--- src/rtl/dp_seq_pkg.sv ---
// Shared definitions for the datapath sequencer: state encoding, microword layout
// and the fixed program ROM contents.
package dp_seq_pkg;

  typedef enum logic [1:0] {
    S_IDLE  = 2'd0,
    S_CLEAR = 2'd1,
    S_RUN   = 2'd2,
    S_DONE  = 2'd3
  } state_t;

  localparam int PROG_STEPS = 8;
  localparam int NUM_PROGS  = 4;

  // Microword: {END, W[2:0], CE[3:0], SEL[1:0], S[2:0]}
  localparam int UW_W    = 13;
  localparam int END_BIT = 12;
  localparam int W_LSB   = 9;
  localparam int W_W     = 3;
  localparam int CE_LSB  = 5;
  localparam int CE_W    = 4;
  localparam int SEL_LSB = 3;
  localparam int SEL_W   = 2;
  localparam int S_LSB   = 0;
  localparam int S_W     = 3;

  // Program 3 is reserved: no END word, so it runs every step and flags ERR.
  localparam logic [UW_W-1:0] PROG [NUM_PROGS][PROG_STEPS] = '{
    '{13'b0_000_0011_00_000, 13'b0_000_1000_00_010, 13'b0_000_1000_01_001,
      13'b1_100_0100_00_000, 13'b0, 13'b0, 13'b0, 13'b0},
    '{13'b0_000_0011_00_000, 13'b0_000_1000_00_011, 13'b1_010_0100_00_000,
      13'b0, 13'b0, 13'b0, 13'b0, 13'b0},
    '{13'b0_000_0001_00_000, 13'b0_000_1000_10_100, 13'b1_001_0100_00_000,
      13'b0, 13'b0, 13'b0, 13'b0, 13'b0},
    '{13'b0, 13'b0, 13'b0, 13'b0, 13'b0, 13'b0, 13'b0, 13'b0}
  };

endpackage

--- src/rtl/dp_seq_rom.sv ---
// Combinational microprogram ROM: (program select, step) -> microword.
module dp_seq_rom
  import dp_seq_pkg::*;
#(
  parameter int STEP_W = $clog2(PROG_STEPS)
) (
  input  logic [1:0]        opsel,
  input  logic [STEP_W-1:0] step,
  output logic [UW_W-1:0]   uword
);

  assign uword = PROG[opsel][step];

endmodule

--- src/rtl/dp_sequencer.sv ---
// Microcoded sequencer for the register/ALU datapath: clears the datapath, steps a
// fixed microprogram selected at START, pulses DONE, and flags runaway programs.
module dp_sequencer
  import dp_seq_pkg::*;
#(
  parameter  int MAX_STEPS = PROG_STEPS,
  localparam int STEP_W    = $clog2(MAX_STEPS)
) (
  input  logic              CLK,
  input  logic              RESET,
  input  logic              START,
  input  logic [1:0]        OPSEL,
  input  logic              STALL,
  output logic              BUSY,
  output logic              DONE,
  output logic              ERR,
  output logic [STEP_W-1:0] STEP,
  output logic              CLR,
  output logic [W_W-1:0]    W,
  output logic [CE_W-1:0]   CE,
  output logic [SEL_W-1:0]  SEL,
  output logic [S_W-1:0]    S
);

  localparam logic [STEP_W-1:0] LAST_STEP = STEP_W'(MAX_STEPS - 1);

  state_t              state_q, state_d;
  logic [STEP_W-1:0]   step_q, step_d;
  logic [1:0]          opsel_q, opsel_d;
  logic                err_q, err_d;
  logic [UW_W-1:0]     uw_nxt;
  logic                run_d;
  logic                stall_mask;

  logic                end_p0;
  logic                busy_p0;
  logic                done_p0;
  logic                clr_p0;
  logic [W_W-1:0]      w_p0;
  logic [CE_W-1:0]     ce_p0;
  logic [SEL_W-1:0]    sel_p0;
  logic [S_W-1:0]      s_p0;

  // The ROM is addressed with the next program/step so every control output
  // can come straight from a register.
  dp_seq_rom #(
    .STEP_W (STEP_W)
  ) u_rom (
    .opsel (opsel_d),
    .step  (step_d),
    .uword (uw_nxt)
  );

  always_comb begin
    state_d = state_q;
    step_d  = step_q;
    opsel_d = opsel_q;
    err_d   = err_q;
    case (state_q)
      S_IDLE: begin
        if (START) begin
          state_d = S_CLEAR;
          opsel_d = OPSEL;
          err_d   = 1'b0;
          step_d  = '0;
        end
      end
      S_CLEAR: begin
        state_d = S_RUN;
        step_d  = '0;
      end
      S_RUN: begin
        if (!STALL) begin
          if (end_p0) begin
            state_d = S_DONE;
          end else if (step_q == LAST_STEP) begin
            state_d = S_DONE;
            err_d   = 1'b1;
          end else begin
            step_d  = step_q + 1'b1;
          end
        end
      end
      S_DONE: begin
        state_d = S_IDLE;
        step_d  = '0;
      end
      default: state_d = S_IDLE;
    endcase
  end

  assign run_d = (state_d == S_RUN);

  // Stage p0: control state and registered outputs
  always_ff @(posedge CLK or posedge RESET) begin
    if (RESET) begin
      state_q <= S_IDLE;
      step_q  <= '0;
      opsel_q <= '0;
      err_q   <= 1'b0;
      end_p0  <= 1'b0;
      busy_p0 <= 1'b0;
      done_p0 <= 1'b0;
      clr_p0  <= 1'b0;
      w_p0    <= '0;
      ce_p0   <= '0;
      sel_p0  <= '0;
      s_p0    <= '0;
    end else begin
      state_q <= state_d;
      step_q  <= step_d;
      opsel_q <= opsel_d;
      err_q   <= err_d;
      end_p0  <= run_d & uw_nxt[END_BIT];
      busy_p0 <= (state_d != S_IDLE);
      done_p0 <= (state_d == S_DONE);
      clr_p0  <= (state_d == S_CLEAR);
      w_p0    <= run_d ? uw_nxt[W_LSB +: W_W]     : '0;
      ce_p0   <= run_d ? uw_nxt[CE_LSB +: CE_W]   : '0;
      sel_p0  <= run_d ? uw_nxt[SEL_LSB +: SEL_W] : '0;
      s_p0    <= run_d ? uw_nxt[S_LSB +: S_W]     : '0;
    end
  end

  // A stalled wait state must not write or clock any register.
  assign stall_mask = STALL && (state_q == S_RUN);

  assign BUSY = busy_p0;
  assign DONE = done_p0;
  assign ERR  = err_q;
  assign STEP = step_q;
  assign CLR  = clr_p0;
  assign W    = w_p0  & ~{W_W{stall_mask}};
  assign CE   = ce_p0 & ~{CE_W{stall_mask}};
  assign SEL  = sel_p0;
  assign S    = s_p0;

endmodule

--- config.mk ---
export PLATFORM = sky130hd
export DESIGN_NAME = dp_sequencer
export DESIGN_NICKNAME = d
export VERILOG_FILES = /design/src/rtl/dp_seq_pkg.sv /design/src/rtl/dp_seq_rom.sv /design/src/rtl/dp_sequencer.sv
export SDC_FILE = /design/constraint.sdc
export NUM_CORES = 1
export LEC_CHECK = 0
export CORE_ASPECT_RATIO = 1.75
export CORE_MARGIN = 3
export CORE_UTILIZATION = 50
export CTS_CLUSTER_DIAMETER = 80
export CTS_CLUSTER_SIZE = 20
export DETAILED_ROUTE_END_ITERATION = 6
export DONT_BUFFER_PORTS = 1
export GPL_ROUTABILITY_DRIVEN = 0
export GPL_TIMING_DRIVEN = 0
export PLACE_DENSITY = 0.75
export RECOVER_POWER = 100
export SETUP_SLACK_MARGIN = 0.05
export SLEW_MARGIN = 20
export SYNTH_ARGS = -nofsm -noshare
export SYNTH_HDL_FRONTEND = slang
export SYNTH_SLANG_ARGS = --single-unit
--- constraint.sdc ---
create_clock -name CLK -period 2.7 [get_ports CLK]
set_input_delay 0 -clock CLK [delete_from_list [all_inputs] [get_ports CLK]]
set_output_delay 0 -clock CLK [all_outputs]
set_load 0.05 [all_outputs]
== Yosys cells after proc, flatten, opt, wreduce, memory -nomap -nowiden ==
Cells that the tools add are included.
Storage, ports and cells
  flip-flop bits (word level): 24
  logic and storage cells: 66
Operators by class
  $add $sub $neg: 1
  magnitude comparators: 2
  eq/ne operators: 11
  mux-type cells: 27
  bitwise logic cells: 7
  reductions and logical operators: 6
Operators by type and width (number)
  binary-select mux 104 bit (select 2 bit): 1
  two-way mux 104 bit: 2
  binary-select mux 13 bit (select 3 bit): 1
  two-way mux 13 bit: 2
  two-way mux 3 bit: 6
  two-way mux 2 bit: 7
  case mux 3 bit (3 select lines): 1
  == test 2 bit (second input constant): 4
  inequality test 2 bit (second input constant): 4
  case mux 2 bit (4 select lines): 1
  AND reduction 5 bit: 1
  AND 4 bit: 1
  == test 2 x 1 -> 1 bit (second input constant): 2
  >= comparator 4 bit (second input constant): 1
  two-way mux 1 bit: 4
  two-way mux 4 bit: 1
  inverter 3 -> 4 bit: 1
  inverter 4 bit: 1
  nonzero test 2 bit: 2
  adder 3 x 1 -> 3 bit (second input constant): 1
  AND 3 bit: 1
  == test 3 bit (second input constant): 1
  >= comparator 3 bit (second input constant): 1
  inverter 2 -> 3 bit: 1
  other kinds (6): 6

== Logic depth before layout (Yosys ltp) ==
Gate-level depths: netlist of run 1.
  depth in word-level cells: 10
  mapped depth: 8
  mapped depth without buffers: 8

== Hierarchy ==
From an unflattened synthesis of run 1, not the netlist that was laid out.
Second synthesis, totals
  cell total of the unflattened synthesis: 115
  area total of the unflattened synthesis: 1328.8 um2
Modules (own cells, without submodules)
  dp_sequencer: instances 1, cells each 87, area each 1089.8 um2, sequential area each 600.6 um2
  dp_seq_rom: instances 1, cells each 28, area each 239.0 um2, sequential area each 0.0 um2

== Least setup slack after synthesis of run 1 ==
Ideal clock, no wire load.
  path type: register -> register
  start point: register step_q[0], in the netlist STEP[0]
  end point: register s_p0[1], in the netlist S[1]
  library setup time: 120 ps
  data arrival time: 1833 ps
  slack: 747 ps
  cell stages (with the launch flop): 6
  clock period less this slack: 1953 ps
  path through: dfrtp_1 ha_1 a211oi_1 o31a_4 nor3b_4 and3_1
Between the ends
  longest elaborated chain between the ends: 10
  elaborated cells on any way between the ends: 17
  classes of those cells: 1 x add/sub; 2 x eq/ne; 13 x mux; 1 x bitwise
RTL lines
  start: declaration: RTL line dp_sequencer.sv:28  | logic [STEP_W-1:0] step_q, step_d;
  start signal: assignment: RTL line dp_sequencer.sv:111  | step_q <= step_d;
  adder 3 x 1 -> 3 bit or == test 3 bit (tied branches): RTL line dp_sequencer.sv:80, dp_sequencer.sv:76
  two-way mux 3 bit: RTL line dp_sequencer.sv:76  | end else if (step_q == LAST_STEP) begin
  two-way mux 3 bit: RTL line dp_sequencer.sv:74  | if (end_p0) begin
  two-way mux 3 bit: RTL line dp_sequencer.sv:73  | if (!STALL) begin
  case mux 3 bit (3 select lines): RTL line dp_sequencer.sv:59  | case (state_q)
  inverter 3 -> 4 bit (implied by the code): RTL line dp_seq_rom.sv:12  | assign uword = PROG[opsel][step];
  binary-select mux 13 bit (select 3 bit): RTL line dp_seq_rom.sv:12
  two-way mux 13 bit (implied by the code) (2 in a row): RTL line dp_seq_rom.sv:12
  two-way mux 3 bit *: RTL line dp_sequencer.sv:121  | s_p0 <= run_d ? uw_nxt[S_LSB +: S_W] : '0;
  end signal: assignment: RTL line dp_sequencer.sv:121
  end: declaration: RTL line dp_sequencer.sv:42  | logic [S_W-1:0] s_p0;
Mark *: on every way between the ends. The rest lies on a longest branch, timed or not. The select of a mux whose other input is x is not followed.
A chain may end at the register's enable or synchronous reset.

== Worst setup path in the final report of run 1 ==
Same ends and word-level chain as after synthesis.

==> results of run 1 <==
==> state kept, by name, indices dropped and copies added (netlist names) <==
signal / count
BUSY: 1
CLR: 1
DONE: 1
ERR: 1
S: 3
SEL: 1
STEP: 3
ce_p0: 4
opsel_q: 2
state_q: 2
w_p0: 3
==> what timing repair did <==
action	4_1_cts	5_1_grt
endpoints found under the hold margin	23	0
setup buffers	0	0
hold buffers	2	0
==> cell type report <==
type | count | area share
Timing Repair Buffer | 2 | 0.01530
Multi-Input combinational cell | 74 | 0.4637
Buffer | 1 | 0.002868
Clock buffer | 4 | 0.04206
Sequential cell | 22 | 0.4206
Inverter | 11 | 0.03155
Tap cell | 25 | 0.02390
==> Yosys cell counts, types with 2 or more instances <==
library cell   n  area (um2)
a211oi_1       2       15.01
a21oi_1        4       20.02
and2_1         7       43.79
and3_1         6       37.54
dfrtp_1       22       550.5
ha_1           8       100.1
inv_1         10       37.54
mux2i_1        3       30.03
nand2_1        4       15.01
nor2_1         2       7.510
o211ai_1       3       22.52
o21ai_0        2       10.01
o21ai_1        2       10.01
==> worst paths after layout <==
path / from / to / slack (ns) / cells after the start
worst min register to register: opsel_q[0]$_DFF_PP0_ / opsel_q[0]$_DFF_PP0_ / 0.60 / 2
worst min-delay path: OPSEL[0] / opsel_q[0]$_DFF_PP0_ / 0.002 / 2
worst max register to register: STEP[0]$_DFF_PP0_ / S[1]$_DFF_PP0_ / 0.40 / 5
worst max-delay path: STEP[0]$_DFF_PP0_ / S[1]$_DFF_PP0_ / 0.40 / 5
min in group asynchronous: RESET / state_q[1]$_DFF_PP0_ / 0.32 / 2
max in group asynchronous: RESET / ce_p0[3]$_DFF_PP0_ / 1.90 / 2
==> placed cells by master (no fill, tap or decap), drive strengths merged, types with 2 or more instances in the layout <==
master        n
dfrtp        22
inv          11
ha            8
and2          7
and3          6
clkbuf        5
a21oi         4
nand2         4
o21ai         4
nor2          3
mux2i         3
o211ai        3
nor3b         3
a211oi        3
a22oi         2
dlygate4sd3   2
nor2b         2
o31a          2
==> worst max-delay path: stages (launching register included) <==
cell and delay (ns):
dfrtp_1 0.85, ha_1 0.35, a211oi_2 0.14, o41ai_1 0.54, or2_0 0.20, and3_1 0.16
==> routing by layer <==
metal  global-route usage  vias up
li1                     -      400
met1               0.1693      418
met2               0.2890       21
met3              0.03457        6
met4              0.07047        0
met5                    0        -
==> power groups by stage <==
stage,Combinational [mW],Clock (mW),Sequential [mW]
after floorplan,0.514,0,0.528
after detailed placement,0.627,0,0.537
after global placement,0.608,0,0.537
after CTS,0.631,0.232,0.532
final,0.542,0.226,0.528
after global routing,0.607,0.250,0.536
==> cell families (layout without fill, tap and decap cells) <==
kind of cell,after synthesis,after routing,synth area share
AO/OA/AOI/OAI,26,26,0.1826
flip-flops,22,22,0.4344
AND/OR/NAND/NOR,37,37,0.2419
multiplexers,3,3,0.02369
buffers and inverters,12,18,0.03850
adder cells (fa/ha/maj),8,8,0.07898
==> key figures, run 1 <==
Place
  • Place WS: 0.5292 ns
  • HPWL Detailed: 1842 um
  • Input/output buffers: 0
  • Placed Instances: 133
  • Placed Area: 1299 um2

Pwr
  • Net Sw Frac: 0.4429
  • Int Power: 722.3 uW
  • Lkg Pwr: 0.6412 nW
  • Power per cell area: 990.7 nW/um2
  • Flop pwr share: 0.408
  • Gate power share: 0.418
  • Tot Pwr: 1.297 mW
  • Clock power share: 0.175
  • Peak VDD IR: 620.5 uV
  • Sw Pwr: 574.3 uW

Flow run
  • Number of max-cap violations: 0

Drt
  • Top layer in use: met4
  • Pre-antenna DRT Iters: 2
  • Via density per instance: 6.079
  • Vias: 845
  • DR iter-0 viols: 11
  • Wirelength per Cell: 16.71 um
  • Metal3 WL: 105 um
  • Metal2 WL: 1288 um
  • M1 WL: 873 um
  • Routed WL: 2322 um
  • DRC Markers: 0
  • Post-route ant nets: 0

Logic synthesis
  • Async SR Flop Fraction: 1.000
  • Post-synthesis register bit count: 22
  • Syn Inst Count: 108
  • Yosys warns: 0
  • Net count after synthesis: 122
  • Synth Cell Area: 1267 um2
  • Cell variety after synth: 46
  • Post-synth EDFFs: 0
  • Ys flop type: dfrtp_1
  • Mapped Avg Cell Area: 11.74 um2
  • Sequential area share after synthesis: 0.4344

Floorplanning
  • Starting Density: 0.5371
  • I/O Pins: 25
  • Die area: 3199 um2
  • Chip Width: 44.06 um
  • Core footprint: 2360 um2
  • Num rows: 23
  • Die H: 72.61 um

STA
  • Total negative slack: 0 ns
  • RSZ-0062 raised after global routing: no
  • Final Hold Viols: 0
  • Max-slew violation count: 0
  • Final Worst Setup Slack: 0.3985 ns
  • Tmin final: 2.302 ns
  • Count of final setup violators: 0
  • Fin crit share: 0.8524
  • Hold WS: 0.002176 ns
  • Fmax: 0.4345 GHz
  • Slew @ Worst Pin: 0.7821 ns
  • Clk_skew: 0.002177 ns
  • Slew HR: 0.4786

Setup path
  • Crit-path max FO: 10
  • Worst EP arrival: 2.50 ns
  • Critical path startpoint category: flip-flop
  • Crit path required time: 2.89 ns
  • Crit end category: flip-flop
  • WS Path Type: flip-flop to flip-flop

Cells and area
  • Post-layout util: 0.5546
  • Synth-to-Final Area Change: 3.258%
  • Layout cells sized above 1: 0.1316
  • FF+latch area: 550.5 um2
  • Post-route cell area: 1309 um2
  • N_diodes: 0
  • Area of the multi-input gates: 606.8 um2
  • Nets: 129
  • Fin cells: 139
  • Fillers: 217

GRT
  • Initial antenna violation count: 0
  • GRT Util Overall: 0.1595
  • Pin count of the biggest net entering global routing: 23
  • First-pass GRT wire length: 3829 um
  • Number of global-route vias before repair: 841
  • GRT Residual Overflow: 0

Worst hold path
  • Worst hold path type: primary input to flip-flop

Clocking
  • Clock Tree Buf Depth: 2
  • Clk root buf: clkbuf_8
  • Num CTS Buffers: 3
  • CTS tree: yes
  • Reg clk slew, reported paths: 0.07 ns
  • Worst-Skew Late Latency: 0.25 ns
  • Max H-tree Level: 1
  • Clock Sinks: 22
  • Number of cells upsized or downsized after cts: 0

Status
  • Status: finished, final reports clean
No activity file was read; power rests on OpenSTA's default activity.
==> run 2, diff against run 1 <==
CORE_ASPECT_RATIO = 1.5   (was 1.75)
==> run 2 against run 1 <==
The flow now finishes with violations (hold timing). Clock power shrank 38%. Total power fell by 5.8%. Die area fell by 0.35%. Sequential cell count did not move. Combinational power up 2%. Non-clock buffer count up 2. Critical path type unchanged.
==> key figures, run 2 (synthesis results as in run 1) <==
Status
  • Status: finished, violations left
  • Failing checks: hold timing

Place
  • Placed Instances: 131 (-1.5%)
  • HPWL Detailed: 1865 um (+1.2%)
  • Place WS: 0.5202 ns (-0.009036 ns)
  • Placed Area: 1296 um2 (-0.19%)
  • Input/output buffers: 0 (unchanged)

Cells and area
  • Most common cell after layout, fill and taps aside: dfrtp_1
  • Fin cells: 138 (-0.72%)
  • Post-layout util: 0.5639 (+0.009240)
  • Post-route cell area: 1304 um2 (-0.38%)
  • N_diodes: 0 (unchanged)
  • Synth-to-Final Area Change: 2.863%
  • Top reg by flops: ce_p0
  • Nets: 131 (+1.6%)
  • Max reg flops: 4 (unchanged)
  • Most frequent cells in the layout: dfrtp_1, inv_1, ha_1
  • Layout cells sized above 1: 0.1391 (+0.007551)

Pwr
  • Tot Pwr: 1.221 mW (-5.8%)
  • Peak VDD IR: 676.0 uV (+8.9%)
  • Clock power share: 0.116 (-0.059)
  • Net Sw Frac: 0.4707 (+0.02776)
  • Power per cell area: 936.9 nW/um2 (-5.4%)
  • Int Power: 646.5 uW (-10%)
  • Flop pwr share: 0.434 (+0.026)
  • Sw Pwr: 574.9 uW (+0.11%)
  • Lkg Pwr: 0.6425 nW (+0.22%)
  • Gate power share: 0.451 (+0.033)

Clocking
  • Worst-Skew Late Latency: 0.30 ns (+0.05 ns)
  • Clock Sinks: 22 (unchanged)
  • CTS tree: yes
  • Post-CTS Hold Buffers: 4 (+2)
  • Number of cells upsized or downsized after cts: 0 (unchanged)
  • Setup Buffers After CTS: 0 (unchanged)
  • Num CTS Buffers: 3 (unchanged)
  • Clock Tree Buf Depth: 2 (unchanged)
  • Max H-tree Level: 1 (unchanged)
  • Reg clk slew, reported paths: 0.11 ns (+0.04 ns)
  • Clk root buf: clkbuf_4

Floorplanning
  • Starting Density: 0.5482 (+0.01104)
  • Num rows: 21 (-8.7%)
  • Core footprint: 2312 um2 (-2.0%)
  • Die area: 3188 um2 (-0.35%)
  • I/O Pins: 25 (unchanged)
  • Chip Width: 47.11 um (+6.9%)
  • Die H: 67.67 um (-6.8%)

Drt
  • DR iter-0 viols: 10 (-1)
  • Via density per instance: 6.304 (+3.7%)
  • Post-route ant nets: 0 (unchanged)
  • Wirelength per Cell: 17.07 um (+2.2%)
  • Routed WL: 2355 um (+1.4%)
  • Vias: 870 (+3.0%)
  • DRC Markers: 0 (unchanged)
  • Pre-antenna DRT Iters: 4 (+2)

STA
  • Fmax: 0.4304 GHz (-0.94%)
  • Total negative slack: 0 ns (unchanged)
  • Clk_skew: 0.004062 ns (+0.001885 ns)
  • Max-slew violation count: 0 (unchanged)
  • Fin crit share: 0.8605 (+0.008108)
  • RSZ-0062 raised after global routing: no
  • Final Worst Setup Slack: 0.3766 ns (-0.02189 ns)
  • Final Hold Viols: 1 (+1)
  • Slew HR: 0.4712 (-0.007388)
  • Tmin final: 2.323 ns (+0.02189 ns)
  • Slew @ Worst Pin: 0.7932 ns (+0.01108 ns)
  • Count of final setup violators: 0 (unchanged)
  • Hold WS: -0.004782 ns (-0.006958 ns)

GRT
  • GRT Residual Overflow: 0 (unchanged)
  • Initial antenna violation count: 0 (unchanged)
  • Pin count of the biggest net entering global routing: 23 (unchanged)
  • Number of global-route vias before repair: 924 (+9.9%)
  • First-pass GRT wire length: 4043 um (+5.6%)
  • GRT Util Overall: 0.1745 (+0.01496)

Setup path
  • RR Endpoint: w_p0[2]$_DFF_PP0_
  • Critical path startpoint category: flip-flop
  • Crit-path max FO: 10 (unchanged)
  • Crit end category: flip-flop
  • Worst EP arrival: 2.51 ns (about the same)
  • Worst r2r src: STEP[0]$_DFF_PP0_
  • Reg2Reg Setup Slack: 0.38 ns (-0.02 ns)
  • Crit path required time: 2.89 ns (about the same)
  • Worst R2R Path Depth: 5 (unchanged)
  • WS Path Type: flip-flop to flip-flop

Worst hold path
  • Worst hold path type: primary input to flip-flop
  • Hold Crit Start: STALL
  • Endpoint, Worst Hold: ERR$_DFFE_PP0P_
  • Hold Path Stages: 3 (+1)

Flow run
  • Number of max-cap violations: 0 (unchanged)
-- run 2: cell count changes in the layout (fill, tap and decap cells not counted), sizes merged --
cell	before	now
clkbuf	5	4
dlygate4sd3	2	4
-- run 2: routing by layer --
metal,vias to the layer above,GRT usage,part of all wire
met5,-,0,0
met4,0,0.05536,0.014
met3,5,0.04267,0.043
met2,26,0.3163,0.56
met1,434,0.1897,0.38
li1,405,-,-
-- run 2: area by class of cell --
class,instances,area (um2)
Tap cell,23,28.78
Fill cell,218,1008
Sequential cell,22,550.5
Inverter,11,41.29
Multi-Input combinational cell,74,616.8
Buffer,1,3.754
Timing Repair Buffer,4,40.04
Clock buffer,3,22.52
-- run 2: worst max-delay path: stages (launching register included) --
cell and delay (ns):
dfrtp_1 0.70, ha_1 0.42, nor3b_1 0.18, o22a_4 0.24, nand3b_1 0.29, nor4b_1 0.38
-- run 2: worst max-delay path by stage --
stage,start,endpoint,slack [ns],cells after the start
2_1_floorplan,STEP[0]$_DFF_PP0_,S[1]$_DFF_PP0_,0.75,5
3_3_place_gp,STEP[0]$_DFF_PP0_,w_p0[1]$_DFF_PP0_,0.57,5
3_5_place_dp,STEP[0]$_DFF_PP0_,ce_p0[0]$_DFF_PP0_,0.52,5
4_1_cts,STEP[0]$_DFF_PP0_,ce_p0[0]$_DFF_PP0_,0.49,5
5_1_grt,STEP[0]$_DFF_PP0_,w_p0[2]$_DFF_PP0_,0.29,5
6_report,STEP[0]$_DFF_PP0_,w_p0[2]$_DFF_PP0_,0.38,5
-- run 2: power groups by stage --
stage / combinational, mW / sequential (mW) / clock (mW)
global route: 0.617 / 0.538 / 0.159
finish: 0.551 / 0.530 / 0.141
global placement: 0.600 / 0.538 / 0
CTS: 0.631 / 0.533 / 0.143
floorplan: 0.514 / 0.528 / 0
detailed placement: 0.623 / 0.539 / 0
==> run 3, diff against run 2 <==
CORE_ASPECT_RATIO = default   (was 1.5)
==> run 3 against run 2 <==
The run still ends with hold timing left. Fmax decreased by 5.9%. Design area up 4.9%. Critical path depth stayed put. Hold slack about the same. Die area shrank 0.39%. Combinational power fell by 0.7%. Wire length shrank 1.9%. First-iteration DRC count increased by 20%. Global-route usage down 1.7 points.
==> key figures, run 3 (synthesis results as in run 1) <==
Floorplanning
  • Chip Width: 56.35 um (+20%)
  • Die H: 56.35 um (-17%)
  • I/O Pins: 25 (unchanged)
  • Die area: 3175 um2 (-0.39%)
  • Starting Density: 0.5517 (+0.003583)
  • Num rows: 17 (-19%)
  • Core footprint: 2297 um2 (-0.65%)

Drt
  • Wirelength per Cell: 15.82 um (-7.3%)
  • Pre-antenna DRT Iters: 4 (unchanged)
  • M1 WL: 991 um (+9.7%)
  • DRC Markers: 0 (unchanged)
  • DR iter-0 viols: 12 (+2)
  • Metal2 WL: 1194 um (-9.2%)
  • Metal3 WL: 100 um (-2.0%)
  • Via density per instance: 5.932 (-5.9%)
  • Post-route ant nets: 0 (unchanged)
  • Vias: 866 (-0.46%)
  • Routed WL: 2310 um (-1.9%)
  • Top layer in use: met4

Setup path
  • Crit-path max FO: 10 (unchanged)
  • WS Path Type: flip-flop to flip-flop
  • Crit path required time: 2.95 ns (+0.06 ns)
  • Reg2Reg Setup Slack: 0.23 ns (-0.15 ns)
  • Worst R2R Path Depth: 5 (unchanged)
  • RR Endpoint: ERR$_DFFE_PP0P_
  • Worst r2r src: STEP[0]$_DFF_PP0_
  • Worst EP arrival: 2.72 ns (+0.21 ns)
  • Critical path startpoint category: flip-flop
  • Crit end category: flip-flop

Pwr
  • Power per cell area: 967.5 nW/um2 (+3.3%)
  • Peak VDD IR: 559.4 uV (-17%)
  • Tot Pwr: 1.323 mW (+8.3%)
  • Lkg Pwr: 0.6884 nW (+7.1%)

GRT
  • First-pass GRT wire length: 3995 um (-1.2%)
  • Initial antenna violation count: 0 (unchanged)
  • Pin count of the biggest net entering global routing: 23 (unchanged)
  • GRT Util Overall: 0.1577 (-0.01672)
  • GRT Residual Overflow: 0 (unchanged)
  • Number of global-route vias before repair: 849 (-8.1%)

STA
  • Final Hold Viols: 1 (unchanged)
  • Hold WS: -0.004753 ns (+0.00002897 ns)
  • Max-slew violation count: 0 (unchanged)
  • Slew @ Worst Pin: 0.7880 ns (-0.005169 ns)
  • Total negative slack: 0 ns (unchanged)
  • Clk_skew: 0.004206 ns (+0.0001437 ns)
  • Tmin final: 2.469 ns (+0.1454 ns)
  • Final Worst Setup Slack: 0.2312 ns (-0.1454 ns)
  • Count of final setup violators: 0 (unchanged)
  • Fin crit share: 0.9144 (+0.05384)
  • Slew HR: 0.4741 (+0.002868)
  • Fmax: 0.4051 GHz (-5.9%)
  • RSZ-0062 raised after global routing: no

Worst hold path
  • Hold Path Stages: 2 (-1)
  • Worst hold path type: primary input to flip-flop
  • Endpoint, Worst Hold: STEP[2]$_DFF_PP0_
  • Hold Crit Start: STALL

Place
  • Place WS: 0.5194 ns (-0.0007610 ns)
  • HPWL Detailed: 1748 um (-6.3%)
  • Placed Area: 1303 um2 (+0.48%)
  • Input/output buffers: 0 (unchanged)

Clocking
  • Clk root buf: clkbuf_4
  • Max H-tree Level: 1 (unchanged)
  • Clock Sinks: 22 (unchanged)
  • Num CTS Buffers: 3 (unchanged)
  • CTS tree: yes
  • Number of cells upsized or downsized after cts: 0 (unchanged)
  • Reg clk slew, reported paths: 0.12 ns (about the same)
  • Clock Tree Buf Depth: 2 (unchanged)
  • Setup Buffers After CTS: 0 (unchanged)
  • Worst-Skew Late Latency: 0.30 ns (about the same)

Cells and area
  • Top reg by flops: ce_p0
  • Fillers: 200 (-8.3%)
  • Most frequent cells in the layout: dfrtp_1, inv_1, ha_1
  • Layout cells sized above 1: 0.1356 (-0.003537)
  • Nets: 133 (+1.5%)
  • Synth-to-Final Area Change: 7.897%
  • N_diodes: 0 (unchanged)
  • Post-route cell area: 1368 um2 (+4.9%)
  • Post-layout util: 0.5953 (+0.03146)
  • Max reg flops: 4 (unchanged)
  • Most common cell after layout, fill and taps aside: dfrtp_1

Flow run
  • Number of max-cap violations: 0 (unchanged)

Status
  • Failing checks: hold timing
  • Status: finished, violations left
-- run 3: layout make-up --
cell class	instances	area, um2	share of cell area
multi-input combinational	74	624.3	0.4565
sequential	22	550.5	0.4026
timing repair buffer	6	60.06	0.04392
inverter	11	41.29	0.03019
tap	28	35.03	0.02562
clock inverter	1	30.03	0.02196
clock buffer	3	22.52	0.01647
buffer	1	3.754	0.002745
-- run 3: how the worst max path moves through the flow --
stage	from	endpoint	slack, ns	depth (start not counted)
finish	STEP[0]$_DFF_PP0_	ERR$_DFFE_PP0P_	0.23	5
global route	STEP[0]$_DFF_PP0_	ERR$_DFFE_PP0P_	0.08	5
CTS	STEP[0]$_DFF_PP0_	ERR$_DFFE_PP0P_	0.23	5
detailed placement	STEP[0]$_DFF_PP0_	S[0]$_DFF_PP0_	0.52	5
global placement	STEP[0]$_DFF_PP0_	SEL[0]$_DFF_PP0_	0.59	5
floorplan	STEP[0]$_DFF_PP0_	S[1]$_DFF_PP0_	0.75	5
-- run 3: metrics by stage --
step	std cells	hold slack [ns]
6_report	146	-0.004753
5_1_grt	146	-0.01327
4_1_cts	146	0.0005257
3_3_place_gp	136	0.06644
2_1_floorplan	108	-0.01077
3_5_place_dp	136	0.09016
-- run 3: worst max-delay path, cell delays in order, from the launching register on --
cell and delay, ns:
dfrtp_1 0.86, ha_1 0.35, nor3b_1 0.36, a31oi_1 0.14
a21oi_1 0.15, dlygate4sd3_1 0.56
-- run 3: where the power goes --
| part | internal, mW | switching, mW |
|---|---|---|
| clock | 0.150 | 0.0970 |
| combinational | 0.196 | 0.351 |
| sequential | 0.395 | 0.134 |
-- run 3: timing repair --
| action | 4_1_cts | 5_1_grt |
|---|---|---|
| endpoints found under the setup margin | 0 | 0 |
| hold endpoints to repair | 26 | 0 |
| hold buffers | 6 | 0 |
-- run 3: layer usage --
layer | vias up | GRT usage
li1 | 412 | -
met1 | 428 | 0.2006
met2 | 22 | 0.2604
met3 | 4 | 0.03218
met4 | 0 | 0.06441
met5 | - | 0
